### src/rtl/dmem_arbiter_pkg.sv
// Shared types and sizing helpers for the two-master data-memory arbiter.
package dmem_arbiter_pkg;

  typedef enum logic {
    OWN0 = 1'b0,
    OWN1 = 1'b1
  } owner_e;

  function automatic int burst_w(input int max_burst);
    return $clog2(max_burst + 1);
  endfunction

  function automatic int starve_w(input int starve_max);
    return $clog2(starve_max + 1);
  endfunction

endpackage

### src/rtl/arb_sat_counter.sv
// Up-counter that saturates at MAX; clear has priority over increment.
module arb_sat_counter #(
  parameter int WIDTH = 3,
  parameter int MAX   = 4
) (
  input  logic             clk,
  input  logic             reset_n,
  input  logic             inc,
  input  logic             clr,
  output logic [WIDTH-1:0] value,
  output logic             at_max
);

  localparam logic [WIDTH-1:0] MAX_V = WIDTH'(MAX);

  logic [WIDTH-1:0] cnt_q, cnt_d;

  always_comb begin
    cnt_d = cnt_q;
    if (clr) begin
      cnt_d = '0;
    end else if (inc && (cnt_q != MAX_V)) begin
      cnt_d = cnt_q + 1'b1;
    end
  end

  always_ff @(posedge clk or negedge reset_n) begin
    if (!reset_n) begin
      cnt_q <= '0;
    end else begin
      cnt_q <= cnt_d;
    end
  end

  assign value  = cnt_q;
  assign at_max = (cnt_q == MAX_V);

endmodule

### src/rtl/dmem_arbiter.sv
// Two-master arbiter for the single data-memory port: core (m0) has default
// priority, m1 may lock short bursts, and a starvation guard bounds m1's wait.
//
//  state | meaning
//  OWN0  | core owns the port; m1 taken over when core idle or m1 starved
//  OWN1  | m1 owns the port; kept while locked, limited to MAX_BURST beats under core demand
module dmem_arbiter
  import dmem_arbiter_pkg::*;
#(
  parameter int AW         = 32,
  parameter int DW         = 32,
  parameter int MAX_BURST  = 4,
  parameter int STARVE_MAX = 8
) (
  input  logic          clk,
  input  logic          reset_n,
  input  logic          m0_req,
  input  logic          m0_we,
  input  logic [AW-1:0] m0_addr,
  input  logic [DW-1:0] m0_wdata,
  output logic          m0_gnt,
  output logic [DW-1:0] m0_rdata,
  input  logic          m1_req,
  input  logic          m1_we,
  input  logic [AW-1:0] m1_addr,
  input  logic [DW-1:0] m1_wdata,
  input  logic          m1_lock,
  output logic          m1_gnt,
  output logic [DW-1:0] m1_rdata,
  output logic          mem_we,
  output logic [AW-1:0] mem_a,
  output logic [DW-1:0] mem_wd,
  input  logic [DW-1:0] mem_rd,
  output logic          owner
);

  localparam int BURST_W  = burst_w(MAX_BURST);
  localparam int STARVE_W = starve_w(STARVE_MAX);

  owner_e owner_q, owner_d;

  logic [BURST_W-1:0]  beat_cnt;
  logic                beat_at_max;
  logic [STARVE_W-1:0] starve_cnt_unused;
  logic                starve_full;
  logic                last_beat;
  logic                beat_clr;

  assign m0_gnt = reset_n & m0_req & (owner_q == OWN0);
  assign m1_gnt = reset_n & m1_req & (owner_q == OWN1);

  // The beat counter saturates at MAX_BURST after long bursts with the core
  // idle; treating saturation as "last beat" keeps the limit enforceable then.
  assign last_beat = beat_at_max | (beat_cnt == BURST_W'(MAX_BURST - 1));
  assign beat_clr  = (owner_q == OWN1) && (owner_d == OWN0);

  arb_sat_counter #(
    .WIDTH (BURST_W),
    .MAX   (MAX_BURST)
  ) u_beat_cnt (
    .clk     (clk),
    .reset_n (reset_n),
    .inc     (m1_gnt),
    .clr     (beat_clr),
    .value   (beat_cnt),
    .at_max  (beat_at_max)
  );

  arb_sat_counter #(
    .WIDTH (STARVE_W),
    .MAX   (STARVE_MAX)
  ) u_starve_cnt (
    .clk     (clk),
    .reset_n (reset_n),
    .inc     (m1_req & ~m1_gnt),
    .clr     (m1_gnt | ~m1_req),
    .value   (starve_cnt_unused),
    .at_max  (starve_full)
  );

  always_comb begin
    owner_d = owner_q;
    case (owner_q)
      OWN0: begin
        if (m1_req && (!m0_req || starve_full)) begin
          owner_d = OWN1;
        end
      end
      OWN1: begin
        if (!m1_req || (m0_req && !m1_lock) || (m0_req && m1_gnt && last_beat)) begin
          owner_d = OWN0;
        end
      end
      default: owner_d = OWN0;
    endcase
  end

  always_ff @(posedge clk or negedge reset_n) begin
    if (!reset_n) begin
      owner_q <= OWN0;
    end else begin
      owner_q <= owner_d;
    end
  end

  always_comb begin
    mem_a  = m0_addr;
    mem_wd = m0_wdata;
    mem_we = m0_we & m0_gnt;
    if (owner_q == OWN1) begin
      mem_a  = m1_addr;
      mem_wd = m1_wdata;
      mem_we = m1_we & m1_gnt;
    end
  end

  assign m0_rdata = mem_rd;
  assign m1_rdata = mem_rd;
  assign owner    = owner_q;

endmodule
### config.mk
export PLATFORM = sky130hd
export DESIGN_NAME = dmem_arbiter
export DESIGN_NICKNAME = d
export VERILOG_FILES = /design/src/rtl/dmem_arbiter_pkg.sv /design/src/rtl/arb_sat_counter.sv /design/src/rtl/dmem_arbiter.sv
export SDC_FILE = /design/constraint.sdc
export NUM_CORES = 1
export LEC_CHECK = 0
export BUFFER_PORTS_ARGS = -buffer_cell sky130_fd_sc_hd__buf_2
export CORE_AREA = 8 8 110 112
export DETAILED_ROUTE_END_ITERATION = 10
export DIE_AREA = 0 0 118 120
export SLEW_MARGIN = 20
export SYNTH_ARGS = -nofsm -noshare
export SYNTH_HDL_FRONTEND = slang
export SYNTH_SLANG_ARGS = --single-unit
### constraint.sdc
create_clock -name clk -period 3.15 [get_ports clk]
set_input_delay 0.63 -clock clk [delete_from_list [all_inputs] [get_ports clk]]
set_output_delay 0.63 -clock clk [all_outputs]
set_load 0.05 [all_outputs]
* Word level (Yosys, flattened, before mapping)
Index checks and enable logic that the tools add are counted.
** Storage, ports and cells
- Flip-flop bits (word level) :: 8
- Input bits :: 167
- Output and inout port bits :: 132
** Operators by class
- Add/subtract/negate cells :: 2
- Equality and inequality tests :: 5
- Multiplexer cells :: 10
- Bitwise gates (word level) :: 13
- Reductions and logical operators :: 15
** Operator list (number)
- 2-to-1 mux 32 bit :: 2
- 2-to-1 mux 4 bit :: 2
- AND 1 bit :: 7
- logical AND 1 bit :: 7
- 2-to-1 mux 3 bit :: 2
- adder 4 x 1 -> 4 bit, second input constant :: 1
- equality test 4 bit, second input constant :: 1
- inequality test 4 bit, second input constant :: 1
- NOT 1 bit :: 4
- nonzero test 2 bit :: 2
- adder 3 x 1 -> 3 bit, second input constant :: 1
- equality test 3 x 2 -> 1 bit, second input constant :: 1
- equality test 3 bit, second input constant :: 1
- logical NOT 1 bit :: 3
- logical OR 1 bit :: 3
- 2-to-1 mux 1 bit :: 3
- inequality test 3 bit, second input constant :: 1
- OR 1 bit :: 2
- case mux 1 bit (2 select lines) :: 1

* Logic depth before layout (Yosys ltp)
- Depth in word-level cells :: 10
- Mapped depth :: 6
- Mapped depth without buffers :: 5

* Hierarchy
A second synthesis with hierarchy kept.
** Unflattened totals
- Cell total of the unflattened synthesis :: 194
- Area total of the unflattened synthesis :: 1880.6 um^2
** Modules (own cells, without submodules)
- dmem_arbiter :: instances 1, cells each 152, area each 1450.1 um^2
- arb_sat_counter (u_starve_cnt) :: instances 1, cells each 24, area each 232.7 um^2
- arb_sat_counter (u_beat_cnt) :: instances 1, cells each 18, area each 197.7 um^2

* Worst setup path before layout
No wires, ideal clock.
- Path type :: reg2out
- From :: register owner_q (netlist: owner)
- To :: output mem_we
- Arrival time :: 2164 ps
- Data required time :: 2520 ps
- Slack :: 356 ps
- Stages on the path, launching flop included :: 5
- Path buffers :: 2
- Cell sequence :: dfrtp_1 buf_2 buf_8 nor2_1 a22o_1
** Between the ends
- Longest elaborated chain between the ends :: 4
- Elaborated cells between the ends (all ways) :: 6
** RTL lines
- start, declared :: RTL line dmem_arbiter.sv:40 : owner_e owner_q, owner_d;
- start signal, assigned :: RTL line dmem_arbiter.sv:102 : owner_q <= owner_d;
- NOT 1 bit :: RTL line dmem_arbiter.sv:49 : assign m0_gnt = reset_n & m0_req & (owner_q == OWN0);
- AND 1 bit :: RTL line dmem_arbiter.sv:49
- named net m0_gnt :: RTL line dmem_arbiter.sv:21 : output logic m0_gnt,
- AND 1 bit :: RTL line dmem_arbiter.sv:109 : mem_we = m0_we & m0_gnt;
- 2-to-1 mux 1 bit :: RTL line dmem_arbiter.sv:110 : if (owner_q == OWN1) begin
- end, declared :: RTL line dmem_arbiter.sv:30 : output logic mem_we,
The timed path passes the listed nets, and every way through them passes these cells.

* Worst setup path in the final report
- From :: register owner_q (netlist: owner)
- To :: output mem_we
** Between the ends
- Longest elaborated chain between the ends :: 4
- Elaborated cells between the ends (all ways) :: 6
** RTL lines (RTL line)
- NOT 1 bit :: dmem_arbiter.sv:49
- AND 1 bit :: dmem_arbiter.sv:49
- AND 1 bit :: dmem_arbiter.sv:109
- 2-to-1 mux 1 bit * :: dmem_arbiter.sv:110
Every way passes the cells marked *; elsewhere a longest branch is shown, timed or not.

==> results.md <==
- Sequential element share of the synthesized area: 11.3%
- Ys Warns: 0
- CTS Buffer Depth: 2
- Hpwl dp: 8090 um
- Layout cell share with drive strength beyond 1: 85.2%
- Ports: 299
- Vias in the first global route: 1,972
- Vias per cell: ~4.0
- Core ar.: 10,500 um2
- Total Routing Usage GR: 11.7%
- Cell area after synthesis: roughly 1800 um2
- 1st-iter DRT viols: 79
- DRT antenna net count: 0
- Synth cell types: 27
- H-tree depth: 1
- LEAKAGE: 1.33 nW
- First-pass GRT wire length: about 13,000 um
- Area grow syn2layout: 40.5%
- Outcome: finished clean
- Reg power frac: between 10 and 15%
- Worst rel slew slack: 72.7%
- Count of pins over their slew limit: 0
- Mean Syn Cell Area: roughly 9.3 um2
- Max FO, Critical Path: 54
- Hold_buf cts: 0
- TritonCTS buffer count: 3
- Vias post-DR: 1,876
- Clk_skew: 0.00196 ns
- Post-route DRC: 0
- Worst VDD drop: 179 uV
- Synth Net Count: roughly 360
- Antenna violations before repair: 0
- Period utilization: between 70 and 80%
- Final net count: 497
- Final wirelength: 8930 um
- Hold Slack: approximately 0.27 ns
- GR Overflow Total: 0
- Rows: 38
- Reg area: 201 um2
- Yosys reg bits: 8
- Starting Density: 16.8%
- # resized after CTS: 0
- Cells after synthesis: 190
- Crit start category: flop
- Pwr/cell area: ~330 nW/um2
- CTS tree: built
- Number of detailed-route iterations in the first pass: 4
- Fin. Hold Viols: 0
- # setup viols final: 0
- CP arrival: 1.85 ns
- Per-cell routed wire length: 19.2 um
- Setup Fix Bufs, Post-CTS: 0
- Setup CP Type: flop to primary output
- Flop2flop setup slack: 1.52 ns
- Post-place setup slack: between 0.8 and 0.9 ns
- Switching power: about 0.44 mW
- Worst slew pin tran: just over 0.4 ns
- Clock-pin slew on the worst setup and hold paths: 0.04 ns
- CTS root buf: clkbuf_8
- Comb pwr share: around 70%
- Worst hold path type: primary input to async pin
- DIE HEIGHT: 120 um
- Final worst slack: 0.675 ns
- Setup_tns: 0 ns
- WP data required: 2.52 ns
- Clock latency on the worst-skew pair: 0.23 ns
- Largest net degree at the start of global routing: 55
- Antenna cells: 0
- Port bufs: 202
- CP Capture Type: primary output
- Max-Cap Viols: 0
- Die W: 118 um
- Sw Ratio: roughly 53%
- Final GP Congestion: around 0.9
- CTS sink cnt: 8
- Die ar.: 14,200 um2
- Multi-input gate area: 1010 um2
- Cell-internal power: 0.388 mW
- FMAX: 404 MHz
- Fillcell total: 1,161
- Unrepaired setup endpoints after global routing: false
- Final Critical Period: about 2.5 ns
- Clk pwr share: 15.6%
==> power by group through the flow <==
stage	combinational (mW)	sequential [mW]	clock (mW)
global placement	0.574	0.123	0
global route	0.602	0.124	0.142
CTS	0.581	0.122	0.134
floorplan	0.616	0.120	0
detailed placement	0.579	0.124	0
finish	0.574	0.122	0.129
==> sequential cells by signal, summed over array words and instances (netlist names) <==
signal	cells
u_beat_cnt.value	3
u_starve_cnt.value	4
owner	1
==> path summary, 6_finish.rpt <==
check	startpoint	to	depth (start not counted)
max	owner	mem_we	5
min	reset_n	u_starve_cnt.value[0]	1
max reg2reg	owner	u_beat_cnt.value[2]	5
min reg2reg	u_starve_cnt.value[3]	u_starve_cnt.value[3]	2
max in group asynchronous	reset_n	owner	1
min in group clk	u_starve_cnt.value[3]	u_starve_cnt.value[3]	2
==> final cells by class <==
type,instances,share of cell area (%)
repair buffers,203,41.5
multi-input cells,104,40.6
flip-flops and latches,8,8.11
well taps,140,7.05
clock buffers,4,1.81
inverters,6,0.907
==> cell usage in the layout, fill, tap and decap left out, drive strengths merged <==
cell type	synthesis	layout
inv	6	6
dfrtp	8	8
mux2	65	65
buf	72	203
xnor2	1	1
nand2	6	6
mux2i	2	2
nor2	5	5
ha	4	4
a21o	1	1
a21oi	3	3
a211oi	1	1
a21boi	1	1
nand3	4	4
a22o	1	1
and2	1	1
and4b	1	1
xor2	1	1
nand3b	1	1
o21a	1	1
o21ai	3	3
a22oi	2	2
clkbuf	0	4
==> per-stage QoR <==
step                      total power, mW  instances  instance area [um2]  util, %
after floorplan                     0.736        190                 1770        -
after global placement              0.697        461                 2440     23.2
after detailed placement            0.703        461                 2440     23.2
after CTS                           0.837        465                 2480     23.6
after global routing                0.868        465                 2480     23.6
final                               0.825        465                 2480     23.6
==> logic make-up after synthesis <==
group | share of synthesized area, %
xor+xnor | 0.991
compound gates | 5.24
flops | 11.3
buf+inv | 31.6
simple gates | 5.24
fa+ha+maj | 2.83
mux | 42.7
==> synth_stat cells <==
master | number | share of area [%]
buf_4 | 64 | 27
a22oi_1 | 2 | 0.85
a21o_1 | 1 | 0.42
nand3_1 | 3 | 0.85
and2_2 | 1 | 0.42
a211oi_2 | 1 | 0.71
mux2_4 | 1 | 0.85
nand3b_1 | 1 | 0.42
and4b_2 | 1 | 0.64
nand2_1 | 6 | 1.3
a21oi_1 | 3 | 0.85
mux2_2 | 64 | 41
ha_1 | 4 | 2.8
buf_2 | 6 | 1.7
xor2_1 | 1 | 0.50
dfrtp_1 | 8 | 11
a22o_1 | 1 | 0.50
mux2i_1 | 2 | 1.1
nand3_2 | 1 | 0.57
inv_1 | 6 | 1.3
nor2_1 | 5 | 1.1
xnor2_1 | 1 | 0.50
o21ai_0 | 3 | 0.85
a21boi_2 | 1 | 0.64
buf_8 | 1 | 0.85
buf_6 | 1 | 0.64
o21a_1 | 1 | 0.42
==> metal layers <==
metal	part of all wire, %	wire length [um]	global-route usage, %	vias to the layer above
met5	0	0	0	-
met3	13	1130	6.29	13
met4	1.4	129	2.24	0
li1	-	-	-	856
met2	51	4590	21.1	150
met1	34	3070	11.7	857
==> worst max-delay path: stages, from the launching register on <==
cell and delay [ns]:
dfrtp_2 0.61, buf_12 0.31, nand3_2 0.12, inv_1 0.16
a22o_1 0.16, buf_2 0.25
Note: power is estimated with default switching activity, not from simulation.
